## config.mk

```make
export PLATFORM = sky130hd
export DESIGN_NAME = instruction_fetch
export DESIGN_NICKNAME = d
export VERILOG_FILES = /design/src/rtl/fetch_pkg.sv /design/src/rtl/instruction_fetch_if_id_register.sv /design/src/rtl/instruction_fetch.sv
export SDC_FILE = /design/constraint.sdc
export NUM_CORES = 1
export LEC_CHECK = 0
export ABC_AREA = 1
export CORE_UTILIZATION = 56
export CTS_CLUSTER_SIZE = 8
export DETAILED_ROUTE_END_ITERATION = 10
export PLACE_DENSITY = 0.95
export SETUP_SLACK_MARGIN = 0.5
export SLEW_MARGIN = 10
export SYNTH_ARGS = -nofsm -noshare
export SYNTH_HDL_FRONTEND = slang
export SYNTH_HIERARCHICAL = 1
export SYNTH_SLANG_ARGS = --single-unit
```

## constraint.sdc

```tcl
create_clock -name clk -period 3.9 [get_ports clk]
set_input_delay 0.585 -clock clk [delete_from_list [all_inputs] [get_ports clk]]
set_output_delay 0.585 -clock clk [all_outputs]
set_load 0.1 [all_outputs]
```

## src/rtl/fetch_pkg.sv

```systemverilog
// Shared types and constants for the MIPS instruction fetch stage.
package fetch_pkg;

    localparam int unsigned XLEN = 32;

    localparam logic [XLEN-1:0] NOP_INSTR        = 32'h0000_0000;
    localparam logic [XLEN-1:0] DEFAULT_RESET_PC = 32'h0000_0000;

    typedef enum logic [1:0] {
        FETCH,
        HOLD,
        DRAIN
    } fetch_state_t;

    typedef struct packed {
        logic [XLEN-1:0] instr;
        logic [XLEN-1:0] pc4;
        logic            valid;
    } if_id_t;

    // Branch/jump targets are forced onto a word boundary.
    function automatic logic [XLEN-1:0] word_align(input logic [XLEN-1:0] addr);
        return addr & ~XLEN'(3);
    endfunction

endpackage

```

## src/rtl/instruction_fetch_if_id_register.sv

```systemverilog
// IF/ID pipeline register: bubble beats load, otherwise holds.
module if_id_register
    import fetch_pkg::*;
(
    input  logic   clk,
    input  logic   reset,
    input  logic   load,
    input  logic   bubble,
    input  if_id_t data,
    output if_id_t q
);

    // A bubble only clears instr/valid; pc4 is left stale.
    always_ff @(posedge clk) begin
        if (reset) begin
            q <= '0;
        end else if (bubble) begin
            q.instr <= NOP_INSTR;
            q.valid <= 1'b0;
        end else if (load) begin
            q <= data;
        end
    end

endmodule

```

## src/rtl/instruction_fetch.sv

```systemverilog
// MIPS fetch stage: PC, next-PC selection, imem req/ready handshake,
// stall skid buffer and wrong-path response drain.
module instruction_fetch
    import fetch_pkg::*;
#(
    parameter logic [XLEN-1:0] RESET_PC = DEFAULT_RESET_PC
) (
    input  logic            clk,
    input  logic            reset,
    input  logic            stallInput,
    input  logic            jumpInput,
    input  logic [XLEN-1:0] pcJumpInput,
    input  logic            branchTakenInput,
    input  logic [XLEN-1:0] pcBranchInput,
    output logic            imemReqOutput,
    output logic [XLEN-1:0] imemAddrOutput,
    input  logic            imemReadyInput,
    input  logic [XLEN-1:0] imemDataInput,
    output logic [XLEN-1:0] instructionOutput,
    output logic [XLEN-1:0] pc4Output,
    output logic            validOutput
);

    fetch_state_t    state, state_next;
    logic [XLEN-1:0] pc, pc_next, pc_plus4;
    logic [XLEN-1:0] skid_instr, skid_instr_next;
    logic [XLEN-1:0] skid_pc4, skid_pc4_next;
    logic [XLEN-1:0] target, target_next;
    logic [XLEN-1:0] branch_target, jump_target, redirect_target;
    logic            redirect;
    logic            ifid_load, ifid_bubble;
    if_id_t          ifid_data, ifid_q;

    assign pc_plus4        = pc + XLEN'(4);
    assign branch_target   = word_align(pcBranchInput);
    assign jump_target     = word_align(pcJumpInput);
    // Branch overrides stall; a jump needs a real IF/ID instruction and no stall.
    assign redirect        = branchTakenInput || (!stallInput && jumpInput && ifid_q.valid);
    assign redirect_target = branchTakenInput ? branch_target : jump_target;

    // Next-state, next-PC and IF/ID control.
    always_comb begin
        state_next      = state;
        pc_next         = pc;
        skid_instr_next = skid_instr;
        skid_pc4_next   = skid_pc4;
        target_next     = target;
        ifid_load       = 1'b0;
        ifid_bubble     = 1'b0;
        ifid_data       = '{instr: imemDataInput, pc4: pc_plus4, valid: 1'b1};
        case (state)
            FETCH: begin
                if (redirect) begin
                    ifid_bubble = 1'b1;
                    if (imemReadyInput) begin
                        pc_next = redirect_target;
                    end else begin
                        // Address must stay put until the outstanding read retires.
                        target_next = redirect_target;
                        state_next  = DRAIN;
                    end
                end else if (stallInput) begin
                    if (imemReadyInput) begin
                        skid_instr_next = imemDataInput;
                        skid_pc4_next   = pc_plus4;
                        state_next      = HOLD;
                    end
                end else if (imemReadyInput) begin
                    ifid_load = 1'b1;
                    pc_next   = pc_plus4;
                end else begin
                    ifid_bubble = 1'b1;
                end
            end
            HOLD: begin
                if (redirect) begin
                    ifid_bubble = 1'b1;
                    pc_next     = redirect_target;
                    state_next  = FETCH;
                end else if (!stallInput) begin
                    ifid_load  = 1'b1;
                    ifid_data  = '{instr: skid_instr, pc4: skid_pc4, valid: 1'b1};
                    pc_next    = pc_plus4;
                    state_next = FETCH;
                end
            end
            DRAIN: begin
                ifid_bubble = 1'b1;
                if (imemReadyInput) begin
                    pc_next    = branchTakenInput ? branch_target : target;
                    state_next = FETCH;
                end else if (branchTakenInput) begin
                    target_next = branch_target;
                end
            end
            default: begin
                state_next = FETCH;
            end
        endcase
    end

    always_ff @(posedge clk) begin
        if (reset) begin
            state      <= FETCH;
            pc         <= RESET_PC;
            skid_instr <= '0;
            skid_pc4   <= '0;
            target     <= '0;
        end else begin
            state      <= state_next;
            pc         <= pc_next;
            skid_instr <= skid_instr_next;
            skid_pc4   <= skid_pc4_next;
            target     <= target_next;
        end
    end

    if_id_register u_if_id (
        .clk    (clk),
        .reset  (reset),
        .load   (ifid_load),
        .bubble (ifid_bubble),
        .data   (ifid_data),
        .q      (ifid_q)
    );

    // Request must be live in the first cycle after reset drops, so it is decoded from state.
    assign imemReqOutput     = !reset && (state != HOLD);
    assign imemAddrOutput    = pc;
    assign instructionOutput = ifid_q.instr;
    assign pc4Output         = ifid_q.pc4;
    assign validOutput       = ifid_q.valid;

endmodule

```

==> results.sh <==
export IMPL_start_util=0.580
export IMPL_die_x_um=137
export IMPL_syn2layout_area_growth_pct=24.0
export IMPL_antenna_left=0
export IMPL_numPlacedInstances=1928
export IMPL_crit_start="stallInput"
export IMPL_grt_pass1_vias=10100
export IMPL_p_comb_frac=0.232
export IMPL_clockBufferDepth=2
export IMPL_final_util=0.720
export IMPL_synth_cell_types=35
export IMPL_crit_arrival_ns=3.36
export IMPL_switching_share=0.354
export IMPL_cts_setup_buffers=0
export IMPL_drt_iter0_drc=1226
export IMPL_rows=48
export IMPL_grt_pass1_wl_um=48900
export IMPL_cts_htree_levels=4
export IMPL_die_h_um=137
export IMPL_syn_nets=1698
export IMPL_grt_overflow_total=0
export IMPL_ys_seq_area_frac=0.385
export IMPL_drt_met1_wl_um=12000
export IMPL_yosysWarnings=6
export IMPL_power_density_mw_per_mm2=410
export IMPL_max_slew_margin=0.304
export IMPL_path_class="input port to register"
export IMPL_syn_area_per_cell_sq_um=6.36
export IMPL_rsz0062_at_grt="false"
export IMPL_tns_ns=0
export IMPL_start_kind="input port"
export IMPL_r2r_start="u_if_id/q[0]"
export IMPL_fin_cells=1960
export IMPL_diodes=0
export IMPL_leakage_nw=5.15
export IMPL_die_area_sq_mm=0.0186
export IMPL_top_level_ports=200
export IMPL_root_buffer="clkbuf_16"
export IMPL_mappedNetlistArea_sq_mm=0.0101
export IMPL_min_period_over_period=0.778
export IMPL_cp_data_required_time_ns=4.23
export IMPL_antenna_found_initial=1
export IMPL_status="completed"
export IMPL_gr_usage_all_layers=0.329
export IMPL_hold_viol=0
export IMPL_numPortBuffers=195
export IMPL_crit_path_end_kind="register"
export IMPL_nets=1825
export IMPL_p_sw_mw=1.83
export IMPL_setup_viol=0
export IMPL_wl_um=30000
export IMPL_post_drt_wl_per_cell_um=15.3
export IMPL_wl_met2_um=13700
export IMPL_vias=11100
export IMPL_cts_tree="done"
export IMPL_seqPwrFrac=0.429
export IMPL_drive_above_1_share=0.0484
export IMPL_globalplace_congestion=0.963
export IMPL_dr_pass1_iters=8
export IMPL_p_clk_frac=0.339
export IMPL_hp_class="register to register"
export IMPL_netlist_instances=1595
export IMPL_hp_start="u_if_id/q[40]"
export IMPL_period_minus_slack_ns=3.03
export IMPL_highest_layer="met5"
export IMPL_intPower_mw=3.33
export IMPL_synth_seq_cells=195
export IMPL_clk_pin_slew_ns=0.07
export IMPL_cp_max_fo=40
export IMPL_ctsResizeCount=0
export IMPL_cts_hold_buf=0
export IMPL_cts_inserted_buffers=17
export IMPL_tightest_slew_ns=1.04
export IMPL_grt_max_degree=78
export IMPL_drv_cap=0
export IMPL_slew_violations=0
export IMPL_dp_hpwl_um=20000
export IMPL_insertion_delay_ns=0.44
export IMPL_via_per_inst=5.67
export IMPL_wl_met3_um=3360
export IMPL_peakVddDrop_mv=0.359
export IMPL_clock_sink_count=195
export IMPL_max_freq_mhz=330
export IMPL_skew_ns=0.0118
export IMPL_core_area_sq_mm=0.0175
export IMPL_post_route_drc_count=0
## synth_stat cells
cell | number | area, sq um
a211oi_1 | 5 | 37.5
a21boi_0 | 13 | 97.6
a21oi_1 | 145 | 726
a21oi_2 | 1 | 8.76
a31oi_1 | 16 | 100
and2_1 | 2 | 12.5
buf_1 | 7 | 26.3
buf_2 | 63 | 315
buf_4 | 6 | 45.0
buf_6 | 3 | 33.8
clkbuf_1 | 21 | 78.8
clkinv_1 | 1 | 3.75
conb_1 | 1 | 3.75
dfxtp_1 | 195 | 3900
ha_1 | 1 | 12.5
inv_1 | 121 | 454
inv_2 | 7 | 26.3
inv_4 | 1 | 6.26
nand2_1 | 458 | 1720
nand2_2 | 8 | 50.1
nand2_4 | 2 | 22.5
nand3_1 | 59 | 295
nand3_2 | 3 | 30.0
nand3b_1 | 2 | 15.0
nor2_1 | 234 | 878
nor2_2 | 3 | 18.8
nor2_4 | 9 | 101
nor2_8 | 1 | 20.0
nor3_1 | 22 | 110
o211ai_1 | 6 | 45.0
o21ai_0 | 139 | 696
o21ai_1 | 31 | 155
o22ai_4 | 1 | 20.0
xnor2_1 | 6 | 52.6
xor2_1 | 2 | 17.5
## per-stage QoR
step / setup WS, ns / area (sq um) / hold WS (ns) / power, mW
CTS: 0.704 / 12600 / 0.463 / 5.14
global route: 0.742 / 12600 / 0.475 / 5.35
global placement: 0.391 / 12000 / 0.447 / 3.39
detailed placement: 0.272 / 12000 / 0.451 / 3.41
floorplan: 1.11 / 10100 / 0.441 / 3.07
finish: 0.866 / 12600 / 0.462 / 5.16
## cell families (layout without fill, tap and decap cells)
| logic type | after synthesis | in the layout | share of synthesized area |
|---|---|---|---|
| flip-flops | 195 | 195 | 0.385 |
| adder cells (fa/ha/maj) | 1 | 1 | 0.00123 |
| buffers and inverters | 230 | 370 | 0.0976 |
| XOR/XNOR | 8 | 8 | 0.00691 |
| AO/OA/AOI/OAI | 357 | 357 | 0.186 |
| AND/OR/NAND/NOR | 803 | 803 | 0.323 |
| other | 1 | 1 | 0.000370 |
## flip-flops by register name (all words and copies together) (netlist names)
register and cells:
target 32, skid_instr 32, u_if_id/q 65, imemAddrOutput 32
state 2, skid_pc4 32
## critical path, cell delays in order
cell	delay [ns]
clkdlybuf4s50_1	0.54
inv_1	0.13
nand3_2	0.10
nand2_4	0.25
inv_2	0.51
nand2_2	0.15
nand2_4	0.34
inv_2	0.35
o21ai_0	0.30
nor2_1	0.07
## power by group through the flow
stage | Sequential, mW | Clock, mW | Combinational, mW
after floorplan | 2.56 | 0 | 0.501
after global placement | 2.25 | 0 | 1.14
after detailed placement | 2.25 | 0 | 1.17
after CTS | 2.20 | 1.76 | 1.18
after global routing | 2.22 | 1.84 | 1.29
final | 2.21 | 1.75 | 1.20
## layout by cell type (no fill, tap or decap), types with 2 or more instances in the layout
cell / n
and2_1: 2
inv_6: 5
nand3b_1: 2
nand2_4: 3
nor3_1: 21
inv_2: 8
a21oi_1: 145
o211ai_1: 6
nand2_2: 7
nor2_2: 3
nor2_4: 9
inv_8: 2
clkbuf_16: 17
dfxtp_1: 195
clkinv_8: 3
clkinv_4: 3
nor2_1: 234
inv_1: 120
nand3_1: 59
clkdlybuf4s50_1: 194
a21boi_0: 13
buf_4: 14
a211oi_1: 5
o21ai_0: 139
nand3_2: 3
o21ai_1: 31
a31oi_1: 16
nand2_1: 458
xor2_1: 2
xnor2_1: 6
## final timing paths
kind | endpoint | slack, ns | cells past startpoint
setup / recovery | target[26] | 0.87 | 10
hold reg to reg | u_if_id/q[40] | 0.46 | 2
setup reg to reg | target[2] | 1.30 | 8
hold / removal | u_if_id/q[40] | 0.46 | 2
## layout make-up
| class | instances | area [sq um] |
|---|---|---|
| Multi-Input combinational cell | 1170 | 5260 |
| Fill cell | 1319 | 4900 |
| Sequential cell | 195 | 3900 |
| Timing Repair Buffer | 208 | 2050 |
| Inverter | 130 | 490 |
| Clock buffer | 18 | 439 |
| Tap cell | 225 | 282 |
| Clock inverter | 14 | 158 |
## metal layers
layer	GRT usage	vias up
met5	0	-
met4	0.142	2
met3	0.0604	96
met2	0.518	725
met1	0.439	4943
li1	-	5348
Note: power is estimated with default switching activity, not from simulation.
